`src/rtl/ex_pkg.sv`:
```
// Shared widths, opcode constants and opcode-class helpers for the EX/MEM-WB stages.
package ex_pkg;

   localparam int DATA_W = 16;
   localparam int DM_AW  = 8;
   localparam int RF_AW  = 3;
   localparam int OP_W   = 6;

   localparam logic [OP_W-1:0] OP_LD = 6'b100000;
   localparam logic [OP_W-1:0] OP_ST = 6'b100001;

   // Codes 0-31 are ALU operations; the upper half holds memory ops and NOPs.
   function automatic logic is_alu(input logic [OP_W-1:0] op);
      return ~op[OP_W-1];
   endfunction

   function automatic logic is_ld(input logic [OP_W-1:0] op);
      return op == OP_LD;
   endfunction

   function automatic logic is_st(input logic [OP_W-1:0] op);
      return op == OP_ST;
   endfunction

endpackage

```
`src/rtl/mem_wb_block_data_mem.sv`:
```
// Single-port data memory: synchronous write, synchronous registered read, no reset.
module data_mem
   import ex_pkg::*;
#(
   parameter int DW = DATA_W,
   parameter int AW = DM_AW
) (
   input  logic          clk,
   input  logic          we,
   input  logic          re,
   input  logic [AW-1:0] addr,
   input  logic [DW-1:0] wdata,
   output logic [DW-1:0] rdata
);

   logic [DW-1:0] mem [2**AW];

   always_ff @(posedge clk) begin
      if (we) mem[addr] <= wdata;
      if (re) rdata <= mem[addr];
   end

endmodule

```
`src/rtl/mem_wb_block.sv`:
```
// MEM/WB stage: data-memory access, 8x16 register file with write-through read ports,
// and the architectural flag register.
module mem_wb_block
   import ex_pkg::*;
#(
   parameter int DATA_W = ex_pkg::DATA_W,
   parameter int DM_AW  = ex_pkg::DM_AW,
   parameter int RF_AW  = ex_pkg::RF_AW
) (
   input  logic              clk,
   input  logic              reset,
   input  logic              valid_ex,
   input  logic [5:0]        op_ex,
   input  logic [RF_AW-1:0]  rd_ex,
   input  logic [DATA_W-1:0] ans_ex,
   input  logic [DATA_W-1:0] DM_data,
   input  logic [1:0]        flag_ex,
   input  logic [RF_AW-1:0]  rs1,
   input  logic [RF_AW-1:0]  rs2,
   output logic [DATA_W-1:0] A,
   output logic [DATA_W-1:0] B,
   output logic              wb_en,
   output logic [RF_AW-1:0]  wb_addr,
   output logic [DATA_W-1:0] wb_data,
   output logic [1:0]        flag_reg
);

   localparam int NREG = 2**RF_AW;

   logic              m_valid;
   logic [5:0]        m_op;
   logic [RF_AW-1:0]  m_rd;
   logic [DATA_W-1:0] m_ans;
   logic [DATA_W-1:0] mem_rdata;
   logic [DATA_W-1:0] rf [NREG];

   logic ex_ld, ex_st, ex_alu;

   assign ex_alu = valid_ex & is_alu(op_ex);
   assign ex_ld  = valid_ex & is_ld(op_ex);
   assign ex_st  = valid_ex & is_st(op_ex);

   data_mem #(.DW(DATA_W), .AW(DM_AW)) u_dm (
      .clk   (clk),
      .we    (ex_st),
      .re    (ex_ld),
      .addr  (ans_ex[DM_AW-1:0]),
      .wdata (DM_data),
      .rdata (mem_rdata)
   );

   // M-stage capture; op is cleared to 0 on reset so wb_data settles to m_ans = 0.
   always_ff @(posedge clk or negedge reset) begin
      if (!reset) begin
         m_valid  <= 1'b0;
         m_op     <= '0;
         m_rd     <= '0;
         m_ans    <= '0;
         flag_reg <= '0;
      end else begin
         m_valid <= valid_ex;
         m_op    <= op_ex;
         m_rd    <= rd_ex;
         m_ans   <= ans_ex;
         if (ex_alu) flag_reg <= flag_ex;
      end
   end

   always_comb begin
      wb_en   = m_valid & (is_alu(m_op) | is_ld(m_op)) & (m_rd != '0);
      wb_addr = m_rd;
      wb_data = is_ld(m_op) ? mem_rdata : m_ans;
   end

   // R0 is never written since wb_en excludes it, so it stays at its reset value.
   always_ff @(posedge clk or negedge reset) begin
      if (!reset) begin
         for (int i = 0; i < NREG; i++) rf[i] <= '0;
      end else if (wb_en) begin
         rf[wb_addr] <= wb_data;
      end
   end

   function automatic logic [DATA_W-1:0] rd_port(input logic [RF_AW-1:0] idx);
      if (idx == '0)                   return '0;
      else if (wb_en && idx == wb_addr) return wb_data;
      else                             return rf[idx];
   endfunction

   always_comb begin
      A = rd_port(rs1);
      B = rd_port(rs2);
   end

endmodule

```
`config.mk`:
```
export PLATFORM = sky130hd
export DESIGN_NAME = mem_wb_block
export DESIGN_NICKNAME = d
export VERILOG_FILES = /design/src/rtl/ex_pkg.sv /design/src/rtl/mem_wb_block_data_mem.sv /design/src/rtl/mem_wb_block.sv
export SDC_FILE = /design/constraint.sdc
export NUM_CORES = 2
export LEC_CHECK = 0
export CAP_MARGIN = 20
export CORE_UTILIZATION = 40
export CTS_CLUSTER_DIAMETER = 80
export CTS_CLUSTER_SIZE = 16
export DETAILED_ROUTE_END_ITERATION = 12
export DONT_BUFFER_PORTS = 1
export HOLD_SLACK_MARGIN = 0.12
export PLACE_DENSITY_LB_ADDON = 0.05
export SYNTH_ARGS = -nofsm -noshare
export SYNTH_HDL_FRONTEND = slang
export SYNTH_SLANG_ARGS = --single-unit
```
`constraint.sdc`:
```
create_clock -name clk -period 2.4 [get_ports clk]
set_clock_uncertainty 0.05 [all_clocks]
set_input_delay 0.24 -clock clk [delete_from_list [all_inputs] [get_ports clk]]
set_output_delay 0.24 -clock clk [all_outputs]
set_load 0.02 [all_outputs]
```
==> reports/summary.log <==
[detailed_routing] number of vias in the routed layout 80800
[clock_network] clock transition at the registers of the reported paths 0.07 ns
[pwr] Worst VDD drop 0.488 mV
[worst_setup_path] number of logic stages on the critical path including buffering 10
[status] run status finished, violations left
[worst_setup_path] cells traversed along the worst timing path nor4_2 -> nand3b_1 -> buf_6 -> a2111oi_4 -> buf_6 -> buf_12 -> buf_4 -> o21ai_2 -> a22oi_2 -> o221a_4
[timing] maximum clock frequency 289 MHz
[pwr] Total Power Consumption 140 mW
[die] number of I/O pins 106
[pwr] LEAKAGE 59.6 nW
[die] full die area 409000 µm²
[worst_setup_path] Setup crit end kind output port
[detailed_routing] antenna violation net count after detailed routing 0
[timing] transition time of the tightest slew-check pin 1.40 ns
[worst_hold_path] Min-Delay Path Class in -> async
[synth] Synth Flop Type edfxtp_1
[detailed_routing] number of vias per cell 5.84
[timing] total of endpoints with negative setup slack in the final report 65
[worst_setup_path] required time worst endpoint 2.11 ns
[synth] synthesized netlist net count 7467
[pwr] proportion of power drawn by combinational gates 6.4%
[synth] number of synthesis warnings 0
[clock_network] Clk Latency, worst-skew pair 0.95 ns
[worst_setup_path] r2r startpoint u_dm.mem[235][11]
[grt] global-route wire length before repair 673 mm
[worst_setup_path] largest stage delay on the critical path 0.38 ns
[detailed_routing] First DRT Iteration DRCs 8350
[pwr] power spent charging and discharging nets 30.2 mW
[pwr] net switching share of the total power 21.6%
[cells_and_area] area of combinational cells with multiple inputs 36700 µm²
[synth] number of synthesized flops with an enable pin 4112
[timing] Final Slew Violations 0
[detailed_routing] wire length reported by the detailed router 485 mm
[synth] average footprint of a synthesized cell 21.9 µm²
[clock_network] Max H-tree Level 5
[cells_and_area] largest register by flop count u_dm.mem
[pwr] share of power burned in registers 58.7%
[grt] number of global-route vias before repair 82600
[placed_design] Cell Area, Placed 180000 µm²
[clock_network] maximum clock insertion buffer count 4
[worst_setup_path] class of the most critical setup path reg -> out
[clock_network] master cell of the clock root buffer clkbuf_16
[die] initial core utilization 40.3%
[synth] #FFs+latches synth 4252
[synth] async set or reset register ratio after synthesis 3.29%
[cells_and_area] Area growth syn-to-layout 18.7%
[die] area of the core region 403000 µm²
[placed_design] port buffer count 0
[clock_network] number of clock buffers inserted by TritonCTS 306
[synth] synthesized area 162000 µm²
[worst_setup_path] data arrival at the endpoint of the critical path 3.17 ns
[timing] RSZ-0062 raised after global routing true
[grt] initial antenna violation count 19
[detailed_routing] average wire length per cell after detail routing 35.1 µm
[cells_and_area] fraction of final layout cells sized beyond drive strength 1 36.4%
[grt] gr ovfl total 0
[cells_and_area] top library cells by usage in the layout, fill and taps aside edfxtp_1, mux4_2, buf_4
[cells_and_area] fin nets 8382
[cells_and_area] Filler Cells Inserted 33000
[die] total number of placement rows 233
[synth] portion of the post-synthesis area used by sequential elements 78.2%
[die] height of the die 639 µm
[grt] GRT Util Overall 23.5%
[placed_design] hpwl dp 269 mm
[cells_and_area] area taken by flip-flops and latches 127000 µm²
[detailed_routing] number of remaining DRC errors 0
[run] Max-cap violations 0
[worst_setup_path] worst setup slack for register-to-register paths -0.38 ns
[cells_and_area] final standard cell area without fillers 193000 µm²
[clock_network] total number of clock tree sinks 4252
[timing] Fin. Hold Viols 3062
[timing] final setup slack of the worst path -1.06 ns
[synth] number of standard cells after synthesis 7415
[synth] number of distinct library cells after synthesis 41
[placed_design] gpl congestion 0.800
[cells_and_area] Regs by FF count u_dm.mem (4096), rf (112)
[timing] worst relative slew slack 6.51%
[worst_setup_path] cell family with the largest share of critical-path delay compound AO/OA/AOI/OAI gates
[cells_and_area] Cell Count, Final, Fillers Out 13800
[die] die outline width 639 µm
[cells_and_area] max FFs per register 4096
[pwr] total power divided by cell area 726 nW/µm²
[timing] setup TNS -45.25 ns
[grt] pin count of the biggest net entering global routing 257
[timing] minimum clock period after layout 3.46 ns
[worst_setup_path] CP dominant cell by count buf_6
[worst_setup_path] CP Launch Type flop
[detailed_routing] first-pass iteration count of the detailed router 7
[pwr] fraction of power consumed by the clock network 34.9%
[worst_setup_path] CP max-delay cell dfrtp_1
[pwr] Cell Int Power 110 mW
[placed_design] Placed Cells 13300
[worst_setup_path] number of cells on the worst reg-to-reg path 9
[worst_setup_path] CP Buf/Inv Count 4
[clock_network] TritonCTS clock tree built
[worst_setup_path] Max FO, Critical Path 6
[timing] share of the clock period used by the worst path 144%
[timing] Worst Hold Slack -1.05 ns
[cells_and_area] most common cell after layout, fill and taps aside edfxtp_1
[status] failing checks hold timing, setup timing
[worst_setup_path] capture point of the worst reg-to-reg path u_dm.rdata[11]
-- power groups by stage --
stage / Sequential [mW] / Clock, mW / Combinational (mW)
after global routing: 82.2 / 52.3 / 9.45
final: 82.2 / 48.8 / 9.02
after floorplan: 83.7 / 0 / 4.61
after CTS: 82.1 / 50.1 / 8.83
after global placement: 83.7 / 0 / 8.03
after detailed placement: 83.8 / 0 / 8.05
-- final cells by class --
| cell class | instances | share of cell area, % |
|---|---|---|
| Antenna cell | 28 | 0.0363 |
| Multi-Input combinational cell | 2667 | 19.0 |
| Inverter | 20 | 0.0428 |
| Clock inverter | 22 | 0.104 |
| Sequential cell | 4252 | 65.8 |
| Clock buffer | 349 | 4.20 |
| Tap cell | 5405 | 3.51 |
| Timing Repair Buffer | 1083 | 7.28 |
-- worst reg2reg max path, delay by kind of cell, from the launching register on --
family / cells / cell delay, ns
AOI/OAI and AO/OA: 3 / 0.36
buffers and inverters: 3 / 0.60
DFF: 1 / 0.36
muxes: 1 / 0.51
and+or+nand+nor: 2 / 0.63
-- synthesized netlist by cell type (3+ instances only) --
master / n / area share [%]
edfxtp_1: 4112 / 76
mux4_2: 1056 / 15
a22oi_1: 544 / 2.5
nor2_1: 356 / 0.82
a21oi_1: 355 / 1.1
clkbuf_1: 292 / 0.67
dfrtp_1: 140 / 2.2
buf_2: 94 / 0.29
nand2_1: 80 / 0.18
buf_1: 48 / 0.11
o21ai_0: 48 / 0.15
o22ai_1: 48 / 0.18
buf_4: 34 / 0.16
nor4_1: 34 / 0.13
o221a_2: 32 / 0.22
o41ai_1: 32 / 0.17
inv_1: 18 / 0.042
nand3b_1: 17 / 0.079
mux2i_1: 16 / 0.099
nand3_1: 9 / 0.028
buf_6: 7 / 0.049
nor2b_1: 7 / 0.027
nand2b_1: 4 / 0.015
xor2_1: 4 / 0.022
a211oi_1: 3 / 0.014
nor3_1: 3 / 0.0092
-- repair_timing --
action | CTS | global route
setup buffers | 22 | 12
cloned | 20 | 11
pin swaps | 81 | 103
endpoints found under the hold margin | 7842 | 4204
gates resized for setup | 367 | 229
hold buffers | 51 | 1
endpoints found under the setup margin | 65 | 700
-- worst max-delay path by stage --
stage | startpoint | end | slack [ns]
floorplan | ans_ex[0] | u_dm.mem[217][0] | -0.31
global placement | ans_ex[1] | u_dm.rdata[9] | -3.27
detailed placement | ans_ex[1] | u_dm.rdata[11] | -3.28
CTS | m_op[2] | B[3] | -1.10
global route | m_op[0] | B[3] | -1.21
finish | m_op[0] | B[10] | -1.06
-- cells by family (layout without fill, tap and decap cells) --
| logic type | count (synthesis) | count (layout) | share of synthesized area [%] |
|---|---|---|---|
| compound gates | 1068 | 1068 | 4.39 |
| xor+xnor | 4 | 4 | 0.0216 |
| buf+inv | 496 | 1474 | 1.33 |
| flops | 4252 | 4252 | 78.2 |
| mux | 1074 | 1074 | 14.8 |
| other cells | 0 | 28 | 0 |
| simple gates | 521 | 521 | 1.34 |
-- stage by stage --
step | hold WS, ns | setup slack (ns) | util, %
after detailed placement | -0.101 | -3.28 | 44.7
after global placement | -0.102 | -3.27 | 44.7
final | -1.05 | -1.06 | 47.8
after CTS | -1.14 | -1.10 | 47.5
after floorplan | -0.106 | -0.309 | -
after global routing | -1.11 | -1.21 | 47.8
-- metal layers --
| metal | wire (µm) | up-vias | GRT usage [%] |
|---|---|---|---|
| met1 | 212000 | 44700 | 33.9 |
| met2 | 237000 | 2356 | 38.5 |
| met5 | 63 | - | 0 |
| met3 | 24100 | 548 | 2.62 |
| li1 | - | 33200 | - |
| met4 | 12300 | 10 | 5.55 |
Note: power is estimated with default switching activity, not from simulation.
